## src/rtl/serial_addsub_wide.sv

```systemverilog
// serial_addsub_wide: byte-serial wide adder/subtractor.
// Operands are latched on accept and consumed one byte per clock, LSB first,
// through a single 8-bit add/sub step with the carry registered between bytes.
// The full-width result, carry-out and signed overflow are published together
// on the completion edge, so partial sums never appear on the outputs.
module serial_addsub_wide #(
    parameter int NBYTES = 4,
    localparam int W     = 8 * NBYTES,
    localparam int CW    = (NBYTES > 2) ? $clog2(NBYTES) : 1
) (
    input  logic         clk,
    input  logic         rst,
    input  logic [W-1:0] x,
    input  logic [W-1:0] y,
    input  logic         cin,
    input  logic         sel,
    input  logic         start,
    output logic         busy,
    output logic         done,
    output logic [W-1:0] result,
    output logic         cout,
    output logic         overflow
);

    typedef enum logic {
        IDLE = 1'b0,
        RUN  = 1'b1
    } state_t;

    localparam logic [CW-1:0] LAST_BYTE = CW'(NBYTES - 1);

    state_t        state_q, state_d;
    logic [CW-1:0] cnt_q, cnt_d;
    logic [W-1:0]  x_q, x_d;          // operand A, shifted right one byte per step
    logic [W-1:0]  y_q, y_d;          // operand B, shifted right one byte per step
    logic          sel_q, sel_d;
    logic          carry_q, carry_d;  // carry/borrow between byte steps
    logic [W-1:0]  acc_q, acc_d;      // result bytes enter at the top and shift down
    logic [W-1:0]  result_q, result_d;
    logic          cout_q, cout_d;
    logic          ovf_q, ovf_d;
    logic          busy_q, busy_d;
    logic          done_q, done_d;

    // Current byte step: lowest byte of the shifted operands.
    logic [7:0] x_byte;
    logic [7:0] y_byte;
    logic [8:0] step_sum;
    logic       step_ovf;
    logic [W-1:0] acc_next;

    // One 8-bit add/sub slice; subtraction feeds the inverted B byte.
    always_comb begin
        x_byte   = x_q[7:0];
        y_byte   = sel_q ? ~y_q[7:0] : y_q[7:0];
        step_sum = {1'b0, x_byte} + {1'b0, y_byte} + 9'(carry_q);
        // Carry into bit 7 differs from carry out exactly when both addend
        // sign bits agree and the sum sign bit disagrees with them.
        step_ovf = (x_byte[7] == y_byte[7]) && (step_sum[7] != x_byte[7]);
        acc_next = {step_sum[7:0], acc_q[W-1:8]};
    end

    // Next-state and output logic for the IDLE/RUN sequencer.
    always_comb begin
        state_d  = state_q;
        cnt_d    = cnt_q;
        x_d      = x_q;
        y_d      = y_q;
        sel_d    = sel_q;
        carry_d  = carry_q;
        acc_d    = acc_q;
        result_d = result_q;
        cout_d   = cout_q;
        ovf_d    = ovf_q;
        busy_d   = busy_q;
        done_d   = 1'b0;

        unique case (state_q)
            IDLE: begin
                if (start) begin
                    x_d     = x;
                    y_d     = y;
                    sel_d   = sel;
                    carry_d = sel ? ~cin : cin;
                    cnt_d   = '0;
                    busy_d  = 1'b1;
                    state_d = RUN;
                end
            end
            RUN: begin
                x_d     = x_q >> 8;
                y_d     = y_q >> 8;
                acc_d   = acc_next;
                carry_d = step_sum[8];
                if (cnt_q == LAST_BYTE) begin
                    result_d = acc_next;
                    cout_d   = step_sum[8];
                    ovf_d    = step_ovf;
                    done_d   = 1'b1;
                    busy_d   = 1'b0;
                    cnt_d    = '0;
                    state_d  = IDLE;
                end else begin
                    cnt_d = cnt_q + 1'b1;
                end
            end
            default: state_d = IDLE;
        endcase
    end

    // State and datapath registers; reset aborts any transaction in flight.
    always_ff @(posedge clk or posedge rst) begin
        if (rst) begin
            state_q  <= IDLE;
            cnt_q    <= '0;
            x_q      <= '0;
            y_q      <= '0;
            sel_q    <= 1'b0;
            carry_q  <= 1'b0;
            acc_q    <= '0;
            result_q <= '0;
            cout_q   <= 1'b0;
            ovf_q    <= 1'b0;
            busy_q   <= 1'b0;
            done_q   <= 1'b0;
        end else begin
            state_q  <= state_d;
            cnt_q    <= cnt_d;
            x_q      <= x_d;
            y_q      <= y_d;
            sel_q    <= sel_d;
            carry_q  <= carry_d;
            acc_q    <= acc_d;
            result_q <= result_d;
            cout_q   <= cout_d;
            ovf_q    <= ovf_d;
            busy_q   <= busy_d;
            done_q   <= done_d;
        end
    end

    assign busy     = busy_q;
    assign done     = done_q;
    assign result   = result_q;
    assign cout     = cout_q;
    assign overflow = ovf_q;

endmodule

```

## config.mk

```make
export PLATFORM = sky130hd
export DESIGN_NAME = serial_addsub_wide
export DESIGN_NICKNAME = d
export VERILOG_FILES = /design/src/rtl/serial_addsub_wide.sv
export SDC_FILE = /design/constraint.sdc
export NUM_CORES = 1
export LEC_CHECK = 0
export CAP_MARGIN = 25
export CORE_UTILIZATION = 55
export CTS_CLUSTER_SIZE = 25
export DETAILED_ROUTE_END_ITERATION = 8
export GPL_TIMING_DRIVEN = 0
export PLACE_DENSITY = 0.83
export SLEW_MARGIN = 40
export SYNTH_ARGS = -nofsm -noshare
export SYNTH_HDL_FRONTEND = slang
export SYNTH_SLANG_ARGS = --single-unit
```

## constraint.sdc

```tcl
create_clock -name clk -period 7.2 [get_ports clk]
set_input_delay 1.8 -clock clk [delete_from_list [all_inputs] [get_ports clk]]
set_output_delay 1.8 -clock clk [all_outputs]
set_load 0.01 [all_outputs]
```

==> results.yml, run 1 <==
critical_path:
  critical_path.n_buffers_inverters: 1
  worstSetupStartpoint: "cout"
  reg2reg_from: "sel_q"
  worst_path_dominant_cell_family: "buffers and inverters"
  critical_path.endpoint: "cout"
  critical_path.cell_chain: "clkdlybuf4s50_1"
  timing.critical_path.slowest_stage_cell: "sky130_fd_sc_hd__clkdlybuf4s50_1"
  crit_type: "reg2out"
  critical_path_required_ns: 5.40
  r2r_cells: 9
  timing.critical_path.from_type: "flop"
  worst-endpoint-arrival_ns: 1.46
  setup.worst_path.end_class: "output pin"
  cp_num_cells: 1
  timing.critical_path.slowest_cell_delay_ns: 0.56
  worst-path-max-fanout: 2
  timing.reg2reg.setup_slack_ns: 4.69
  timing.rr.end: "result[28]"
sta:
  worst_slack_ns: 3.939
  worst_hold_slack_ns: 0.4892
  final-hold-violation-count: 0
  timing_max_transition_violations_final: 0
  clock.fmax_mhz: 306.6
  unrepaired_setup_endpoints_after_global_routing: "no"
  finClkSkew_ns: 0.008436
  timing.final.crit_share: 0.4529
  timing.final.crit_period_ns: 3.261
  setup-tns-final_ns: 0
  setup_violations: 0
  max_slew_margin: 0.6458
  actual_transition_at_the_worst_max_transition_pin_ns: 0.5313
cts:
  htree_depth: 4
  tritoncts_num_sinks: 129
  root_buffer: "sky130_fd_sc_hd__clkbuf_8"
  path_clk_slew_ns: 0.06
  post_cts_resized: 0
  cts_buffers: 17
  insertion_delay_to_the_later_sink_of_the_worst_skew_pair_ns: 0.51
  cts_tree: "done"
  cts.hold.buffers_added: 0
  post_cts_buffers: 0
  cts.path.max_buffers: 2
global_routing:
  globalRoute.busiestLayer: "met2"
  maximum_number_of_pins_on_one_net_before_global_route_repair: 71
  grt_first_pass_wirelength_um: 21890
  global_route.usage.met3: 0.06183
  grt.met2_usage: 0.4759
  globalRoute.totalOverflow: 0
  first_global_vias: 4311
  globalRouteMet1Util: 0.3563
  grt_antenna_before_repair: 0
  groute.usage.overall: 0.2793
route:
  route.detailed.vias_per_inst: 5.456
  drt_pre_antenna_iters: 4
  detail_route.iter0.violations: 204
  num_vias: 4076
  finalWirelength_um: 13280
  route.antenna.remaining_nets: 0
  wire_per_inst_um: 17.77
  drc: 0
place:
  dp_slack_ns: 4.240
  dp_hpwl_um: 9293
  placement.cell_area_um2: 6877
  post-place-cells: 715
  gpl.final_weighted_congestion: 0.8191
  portBuffers: 103
worst_hold_path:
  hold_class: "reg2reg"
  worstHoldStart: "x_q[14]"
pwr:
  cellPowerDensity_nw_per_um2: 465.1
  cellLeakagePower_nw: 3.462
  total_power_mw: 3.487
  worst_ir_drop_vdd_mv: 0.2222
floorplan:
  placement_rows: 36
  initial_utilization: 0.5722
  floorplan.core_area_um2: 9864
  dieWidth_um: 103.3
  io_pins: 105
  chipHeight_um: 103.3
  area_enclosed_by_the_die_boundary_um2: 10670
logic_synthesis:
  syn-num-nets: 557
  post_synth_inst_count: 478
  ys_ff_latch: 129
  synth.avg_cell_area_um2: 11.81
  leading_cell_types_by_total_area_after_synthesis: "sky130_fd_sc_hd__dfrtp_1 57%, sky130_fd_sc_hd__mux2i_1 11%, sky130_fd_sc_hd__mux2_2 8.8%"
  part_of_the_yosys_area_used_for_sequential_elements: 0.5719
  synth.most_common_cell: "sky130_fd_sc_hd__dfrtp_1"
  synth_top_area_share: 0.5719
  yosysWarningCount: 0
  synth_top_area_cell: "sky130_fd_sc_hd__dfrtp_1"
  synth_top_flop_cell: "sky130_fd_sc_hd__dfrtp_1"
  synthesis.area_um2: 5644
  yosys.cell_types.count: 33
  synth_enable_flop_cells: 0
  postSynth.asyncResetShare: 1.000
  netlist_top_cells_count: "129 x sky130_fd_sc_hd__dfrtp_1, 64 x sky130_fd_sc_hd__mux2i_1, 62 x sky130_fd_sc_hd__nand2_1"
layout:
  instances_no_fill: 747
  postLayoutCellArea_um2: 7498
  insertedDiodeCount: 0
  num-nets-final: 680
  postLayoutCoreUtil: 0.7601
  area_growth_syn_to_fin_pct: 32.85
  drive_gt1_frac: 0.1596
outcome:
  outcome: "finished, final reports clean"
run:
  drv_cap: 0
logic make-up after synthesis:
| group | Yosys count | share of synthesized area |
|---|---|---|
| buffers and inverters | 39 | 0.02971 |
| adder cells (fa/ha/maj) | 10 | 0.02483 |
| AO/OA/AOI/OAI | 81 | 0.08158 |
| multiplexers | 108 | 0.2013 |
| flip-flops | 129 | 0.5719 |
| XOR/XNOR | 15 | 0.02328 |
| AND/OR/NAND/NOR | 96 | 0.06739 |
per-layer routing:
layer,share of wire,vias to the layer above
li1,-,1905
met1,0.43,2024
met2,0.52,123
met3,0.042,24
met4,0.015,0
met5,0,-
final cells by class:
class	instances	area [um^2]
flip-flops and latches	129	3228
clock inverters	14	203.9
multi-input cells	310	2248
clock buffers	18	417.9
plain buffers	29	130.1
repair buffers	104	1059
inverters	10	45.04
fillers	625	2366
well taps	133	166.4
registers in the layout, summed over array words and instances, names as in the netlist:
name	cells
result	32
x_q	32
y_q	32
acc_q	24
cnt_q	2
busy	1
carry_q	1
cout	1
done	1
overflow	1
sel_q	1
state_q	1
where the power goes:
| group | total, mW | switching, mW | internal [mW] |
|---|---|---|---|
| clock network | 0.895 | 0.327 | 0.568 |
| registers | 1.24 | 0.204 | 1.04 |
| logic | 1.35 | 0.676 | 0.675 |
worst min-delay path by stage:
stage          slack [ns]  cells after the start       to
3_3_place_gp         0.46                      2  x_q[21]
6_report             0.49                      2   x_q[6]
2_1_floorplan        0.45                      2  x_q[14]
3_5_place_dp         0.47                      2   x_q[2]
4_1_cts              0.49                      2   x_q[2]
5_1_grt              0.51                      2  x_q[12]
placed cells by master, fill, tap and decap left out, types with 2 or more instances in the layout:
master	synthesis	final
sky130_fd_sc_hd__clkbuf_1	9	10
sky130_fd_sc_hd__xnor2_1	5	5
sky130_fd_sc_hd__o22ai_1	2	2
sky130_fd_sc_hd__mux2i_1	64	64
sky130_fd_sc_hd__inv_1	10	9
sky130_fd_sc_hd__buf_1	3	3
sky130_fd_sc_hd__nor3_1	3	3
sky130_fd_sc_hd__nand3_1	2	2
sky130_fd_sc_hd__ha_1	8	8
sky130_fd_sc_hd__bufinv_16	0	4
sky130_fd_sc_hd__clkbuf_16	0	16
sky130_fd_sc_hd__inv_6	0	3
sky130_fd_sc_hd__fa_1	2	2
sky130_fd_sc_hd__nor2_1	24	24
sky130_fd_sc_hd__clkdlybuf4s50_1	0	103
sky130_fd_sc_hd__xor2_1	10	10
sky130_fd_sc_hd__o31ai_1	3	3
sky130_fd_sc_hd__buf_2	17	17
sky130_fd_sc_hd__o21ai_0	59	59
sky130_fd_sc_hd__dfrtp_1	129	129
sky130_fd_sc_hd__nand2_1	62	62
sky130_fd_sc_hd__clkinv_4	0	6
sky130_fd_sc_hd__mux2_2	44	44
sky130_fd_sc_hd__a21oi_1	6	6
sky130_fd_sc_hd__o21a_1	3	3
(Power assumes the default switching activity.)
==> inputs of run 2 (changes only) <==
--- a/config.mk
+++ b/config.mk
@@ -6,11 +6,11 @@
 export NUM_CORES = 1
 export LEC_CHECK = 0
 export CAP_MARGIN = 25
-export CORE_UTILIZATION = 55
+export CORE_UTILIZATION = 52
 export CTS_CLUSTER_SIZE = 25
 export DETAILED_ROUTE_END_ITERATION = 8
 export GPL_TIMING_DRIVEN = 0
-export PLACE_DENSITY = 0.83
+export PLACE_DENSITY = 0.8
 export SLEW_MARGIN = 40
 export SYNTH_ARGS = -nofsm -noshare
 export SYNTH_HDL_FRONTEND = slang
==> constraint.sdc (replaced) <==
create_clock -name clk -period 3.2 [get_ports clk]
set_input_delay 0.8 -clock clk [delete_from_list [all_inputs] [get_ports clk]]
set_output_delay 0.8 -clock clk [all_outputs]
set_load 0.01 [all_outputs]
==> results.yml, run 2 (synthesis gave the netlist of run 1 again) <==
outcome:
  outcome: "finished, final reports clean"
place:
  portBuffers: 103
  gpl.final_weighted_congestion: 0.8013
  post-place-cells: 722
  dp_hpwl_um: 9500
  dp_slack_ns: 0.7449
critical_path:
  reg2reg_from: "sel_q"
  worst-path-max-fanout: 9
  r2r_cells: 9
  setup.worst_path.end_class: "flop"
  timing.reg2reg.setup_slack_ns: 0.67
  worst-endpoint-arrival_ns: 2.92
  worstSetupStartpoint: "sel_q"
  timing.rr.end: "result[28]"
  crit_type: "reg2reg"
  timing.critical_path.from_type: "flop"
  critical_path_required_ns: 3.60
  critical_path.endpoint: "result[28]"
sta:
  worst_hold_slack_ns: 0.4872
  final-hold-violation-count: 0
  unrepaired_setup_endpoints_after_global_routing: "no"
  timing.final.crit_share: 0.7895
  setup_violations: 0
  setup-tns-final_ns: 0
  timing.final.crit_period_ns: 2.526
  max_slew_margin: 0.6034
  actual_transition_at_the_worst_max_transition_pin_ns: 0.5948
  clock.fmax_mhz: 395.8
  finClkSkew_ns: 0.005451
  timing_max_transition_violations_final: 0
  worst_slack_ns: 0.6736
cts:
  cts_tree: "done"
  path_clk_slew_ns: 0.06
  root_buffer: "sky130_fd_sc_hd__clkbuf_8"
  cts.path.max_buffers: 2
  tritoncts_num_sinks: 129
  cts.hold.buffers_added: 0
  post_cts_buffers: 0
  htree_depth: 4
  cts_buffers: 17
  post_cts_resized: 0
  insertion_delay_to_the_later_sink_of_the_worst_skew_pair_ns: 0.51
pwr:
  cellPowerDensity_nw_per_um2: 1027
  cellLeakagePower_nw: 3.483
  worst_ir_drop_vdd_mv: 0.4954
route:
  route.antenna.remaining_nets: 0
  num_vias: 4147
  wire_per_inst_um: 17.44
  drc: 0
  drt_pre_antenna_iters: 4
  detail_route.iter0.violations: 240
  finalWirelength_um: 13150
  route.detailed.vias_per_inst: 5.500
layout:
  final_cell_mix: "129 x sky130_fd_sc_hd__dfrtp_1, 103 x sky130_fd_sc_hd__clkdlybuf4s50_1, 64 x sky130_fd_sc_hd__mux2i_1"
  drive_gt1_frac: 0.1667
  area_growth_syn_to_fin_pct: 34.09
  fillers: 696
  insertedDiodeCount: 0
  instances_no_fill: 754
  layout.cells.most_common: "sky130_fd_sc_hd__dfrtp_1"
  num-nets-final: 684
worst_hold_path:
  worstHoldStart: "y_q[16]"
  hold_class: "reg2reg"
floorplan:
  placement_rows: 37
  area_enclosed_by_the_die_boundary_um2: 11280
  io_pins: 105
  floorplan.core_area_um2: 10420
  initial_utilization: 0.5419
  chipHeight_um: 106.2
  dieWidth_um: 106.2
run:
  drv_cap: 0
global_routing:
  groute.usage.overall: 0.2544
  globalRoute.totalOverflow: 0
  globalRoute.busiestLayer: "met2"
  maximum_number_of_pins_on_one_net_before_global_route_repair: 28
  grt.met2_usage: 0.4235
  first_global_vias: 4380
  global_route.usage.met3: 0.06622
  grt_first_pass_wirelength_um: 21700
  globalRouteMet1Util: 0.3155
  grt_antenna_before_repair: 0
## run 2: cell types whose count changed in the layout (fill, tap and decap cells not counted)
cell,previous run,this run
sky130_fd_sc_hd__buf_12,0,2
sky130_fd_sc_hd__bufinv_16,4,3
sky130_fd_sc_hd__inv_6,3,4
sky130_fd_sc_hd__clkbuf_1,10,9
sky130_fd_sc_hd__buf_16,1,3
sky130_fd_sc_hd__clkinvlp_4,0,4
sky130_fd_sc_hd__clkinv_4,6,1
sky130_fd_sc_hd__clkinv_2,1,3
## run 2: metrics by stage
step	utilization	area [um^2]	total power, mW
after CTS	0.7266	7569	7.815
after detailed placement	0.6693	6972	5.806
after floorplan	-	5648	4.616
after global routing	0.7266	7569	8.230
after global placement	0.6575	6849	5.628
final	0.7266	7569	7.773
## run 2: layout make-up
type | instances | area [um^2] | share of cell area
flip-flops and latches | 129 | 3228 | 0.4265
multi-input cells | 310 | 2248 | 0.2971
repair buffers | 108 | 1154 | 0.1524
clock buffers | 17 | 414.1 | 0.05472
clock inverters | 15 | 182.7 | 0.02414
well taps | 136 | 170.2 | 0.02248
plain buffers | 29 | 130.1 | 0.01719
inverters | 10 | 41.29 | 0.005455
## run 2: how the worst min path moves through the flow
stage                   end  slack, ns  cells past startpoint
floorplan           x_q[14]       0.45                      2
global placement    x_q[20]       0.46                      2
detailed placement  x_q[16]       0.47                      2
CTS                 x_q[16]       0.49                      2
global route         y_q[8]       0.52                      2
finish               y_q[8]       0.49                      2
## run 2: layer usage
| layer | part of all wire | up-vias | routed length, um |
|---|---|---|---|
| met4 | 0.021 | 0 | 272 |
| met1 | 0.42 | 2069 | 5495 |
| met2 | 0.51 | 148 | 6675 |
| li1 | - | 1903 | - |
| met3 | 0.054 | 27 | 705 |
| met5 | 0 | - | 0 |
## run 2: where the power goes
| group | internal, mW | total, mW | leakage, nW | switching, mW |
|---|---|---|---|---|
| Sequential | 2.33 | 2.79 | 1.64 | 0.458 |
| Clock | 1.20 | 1.94 | 0.287 | 0.743 |
| Combinational | 1.53 | 3.04 | 1.55 | 1.51 |
## run 2: critical path, stage by stage, from the launching register on
cell and delay (ns):
sky130_fd_sc_hd__dfrtp_1 0.35, sky130_fd_sc_hd__buf_2 0.20, sky130_fd_sc_hd__xnor2_1 0.16, sky130_fd_sc_hd__fa_1 0.42, sky130_fd_sc_hd__fa_1 0.43, sky130_fd_sc_hd__nor2b_1 0.21, sky130_fd_sc_hd__o21a_1 0.15, sky130_fd_sc_hd__nor2_1 0.05
sky130_fd_sc_hd__xnor2_1 0.16, sky130_fd_sc_hd__mux2_2 0.28
==> inputs of run 3 (changes only) <==
--- a/config.mk
+++ b/config.mk
@@ -6,11 +6,11 @@
 export NUM_CORES = 1
 export LEC_CHECK = 0
 export CAP_MARGIN = 25
-export CORE_UTILIZATION = 52
+export CORE_UTILIZATION = 47
 export CTS_CLUSTER_SIZE = 25
 export DETAILED_ROUTE_END_ITERATION = 8
 export GPL_TIMING_DRIVEN = 0
-export PLACE_DENSITY = 0.8
+export PLACE_DENSITY = 0.76
 export SLEW_MARGIN = 40
 export SYNTH_ARGS = -nofsm -noshare
 export SYNTH_HDL_FRONTEND = slang
==> constraint.sdc (replaced) <==
create_clock -name clk -period 2.2 [get_ports clk]
set_input_delay 0.55 -clock clk [delete_from_list [all_inputs] [get_ports clk]]
set_output_delay 0.55 -clock clk [all_outputs]
set_load 0.01 [all_outputs]
==> results.yml, run 3 (synthesis gave the netlist of run 1 again) <==
cts:
  path_clk_slew_ns: 0.06
  insertion_delay_to_the_later_sink_of_the_worst_skew_pair_ns: 0.41
  cts_buffers: 17
  tritoncts_num_sinks: 129
  htree_depth: 4
  cts_tree: "done"
  root_buffer: "sky130_fd_sc_hd__clkbuf_16"
  cts.path.max_buffers: 2
  cts.hold.buffers_added: 0
global_routing:
  grt.met2_usage: 0.4033
  globalRoute.totalOverflow: 0
  globalRouteMet1Util: 0.2945
  grt_first_pass_wirelength_um: 22340
  global_route.usage.met3: 0.05607
  first_global_vias: 4373
  groute.usage.overall: 0.2332
  grt_antenna_before_repair: 0
  globalRoute.busiestLayer: "met2"
  maximum_number_of_pins_on_one_net_before_global_route_repair: 27
route:
  finalWirelength_um: 13690
  drc: 6
  num_vias: 4152
  detail_route.iter0.violations: 235
  drt_pre_antenna_iters: 6
  route.antenna.remaining_nets: 0
  route.detailed.vias_per_inst: 5.413
  wire_per_inst_um: 17.85
pwr:
  cellPowerDensity_nw_per_um2: 1572
  worst_ir_drop_vdd_mv: 0.6687
  comb_power_share: 0.407
  switching_power_mw: 4.148
  power.share.sequential: 0.330
  p_int_mw: 8.211
  cellLeakagePower_nw: 3.603
  pwr-share-clk: 0.262
  share_of_total_power_consumed_by_net_switching: 0.3356
outcome:
  failed_checks: "DRC, setup timing"
  outcome: "finished with violations"
floorplan:
  chipHeight_um: 111.6
  floorplan.core_area_um2: 11560
  placement_rows: 39
  io_pins: 105
  initial_utilization: 0.4880
  area_enclosed_by_the_die_boundary_um2: 12450
  dieWidth_um: 111.6
layout:
  layout.cells.most_common: "sky130_fd_sc_hd__dfrtp_1"
  area_growth_syn_to_fin_pct: 39.30
  drive_gt1_frac: 0.1987
  instances_no_fill: 767
  fillers: 809
  postLayoutCoreUtil: 0.6799
  insertedDiodeCount: 0
  final_cell_mix: "129 x sky130_fd_sc_hd__dfrtp_1, 103 x sky130_fd_sc_hd__clkdlybuf4s50_1, 64 x sky130_fd_sc_hd__mux2i_1"
  layout.area.seq_um2: 3228
  num-nets-final: 690
  multi_input_comb_area_um2: 2372
run:
  drv_cap: 0
sta:
  setup-tns-final_ns: -0.1552
  unrepaired_setup_endpoints_after_global_routing: "yes"
  final-hold-violation-count: 0
  timing.final.crit_share: 1.025
  setup_violations: 4
  max_slew_margin: 0.6512
  timing_max_transition_violations_final: 0
  timing.final.crit_period_ns: 2.254
  worst_hold_slack_ns: 0.4690
  finClkSkew_ns: 0.008535
  worst_slack_ns: -0.05447
  actual_transition_at_the_worst_max_transition_pin_ns: 0.5231
  clock.fmax_mhz: 443.6
critical_path:
  critical_path.cell_chain: "buf_6, xnor2_4, fa_2, fa_2, nor2b_4, o21bai_1, a21boi_2, nor3_1, o31ai_1"
  timing.critical_path.slowest_stage_cell: "sky130_fd_sc_hd__fa_2"
  timing.critical_path.from_type: "flop"
  setup.worst_path.end_class: "flop"
  timing.critical_path.slowest_cell_delay_ns: 0.38
  critical_path_required_ns: 2.51
  critical_path.n_buffers_inverters: 1
  worst_path_dominant_cell_family: "adder cells"
  worst-endpoint-arrival_ns: 2.57
  worst-path-max-fanout: 3
  critPathMostFrequentCell: "sky130_fd_sc_hd__fa_2"
  crit_type: "reg2reg"
place:
  post-place-cells: 730
  dp_slack_ns: -0.1623
  portBuffers: 103
  gpl.final_weighted_congestion: 0.8140
  dp_hpwl_um: 9724
worst_hold_path:
  hold_class: "in2async"
-- run 3: changes by cell type in the layout (fill, tap and decap cells not counted), moves of 3 or more --
cell / previous run / this run
sky130_fd_sc_hd__mux2_4: 0 / 3
sky130_fd_sc_hd__xnor2_1: 5 / 2
sky130_fd_sc_hd__inv_6: 4 / 1
sky130_fd_sc_hd__bufinv_16: 3 / 6
sky130_fd_sc_hd__buf_4: 0 / 4
sky130_fd_sc_hd__ha_1: 8 / 5
sky130_fd_sc_hd__mux2_2: 44 / 41
-- run 3: stage by stage --
stage | area (um^2) | total power, mW
after floorplan | 5653 | 6.727
after global routing | 7863 | 13.03
after global placement | 6863 | 8.212
after CTS | 7739 | 11.92
after detailed placement | 7008 | 8.473
final | 7863 | 12.36
-- run 3: area by class of cell --
cell class | count | area share
flip-flops and latches | 129 | 0.4106
multi-input cells | 310 | 0.3017
repair buffers | 114 | 0.1553
clock buffers | 19 | 0.05761
clock inverters | 13 | 0.02944
well taps | 143 | 0.02276
plain buffers | 29 | 0.01735
inverters | 10 | 0.005251
-- run 3: what timing repair did --
item                                    in CTS  in global routing
buffers inserted                             2                  3
gates cloned                                 0                  0
endpoints found under the setup margin       6                 11
resized for setup                            6                 19
pin swaps                                    4                 11
-- run 3: per-layer routing --
| layer | vias to the layer above | share of wire |
|---|---|---|
| li1 | 1913 | - |
| met1 | 2105 | 0.43 |
| met2 | 120 | 0.51 |
| met3 | 14 | 0.050 |
| met4 | 0 | 0.012 |
| met5 | - | 0 |
-- run 3: final timing paths --
| kind | cells after the start | startpoint | slack (ns) | to |
|---|---|---|---|---|
| max in group asynchronous | 5 | rst | 0.91 | x_q[15] |
| worst min register to register | 2 | result[29] | 0.49 | result[29] |
| worst max-delay path | 9 | sel_q | -0.05 | acc_q[30] |
| min in group clk | 2 | result[29] | 0.49 | result[29] |
| worst max register to register | 9 | sel_q | -0.05 | acc_q[30] |
| worst min-delay path | 2 | rst | 0.47 | done |
-- run 3: worst register-to-register path: cells and delay by family (launching register included) --
| family | cells | cell delay, ns |
|---|---|---|
| adders and majority gates | 2 | 0.75 |
| AOI/OAI and AO/OA | 3 | 0.54 |
| DFF | 1 | 0.37 |
| and+or+nand+nor | 2 | 0.24 |
| buffers and inverters | 1 | 0.13 |
| xor gates and xnor gates | 1 | 0.12 |
-- run 3: power by group through the flow --
stage	clock, mW	combinational, mW	sequential, mW
6_report	3.24	5.03	4.08
5_1_grt	3.38	5.45	4.21
4_1_cts	3.28	4.57	4.07
3_5_place_dp	0	4.39	4.08
3_3_place_gp	0	4.19	4.03
2_1_floorplan	0	2.71	4.01
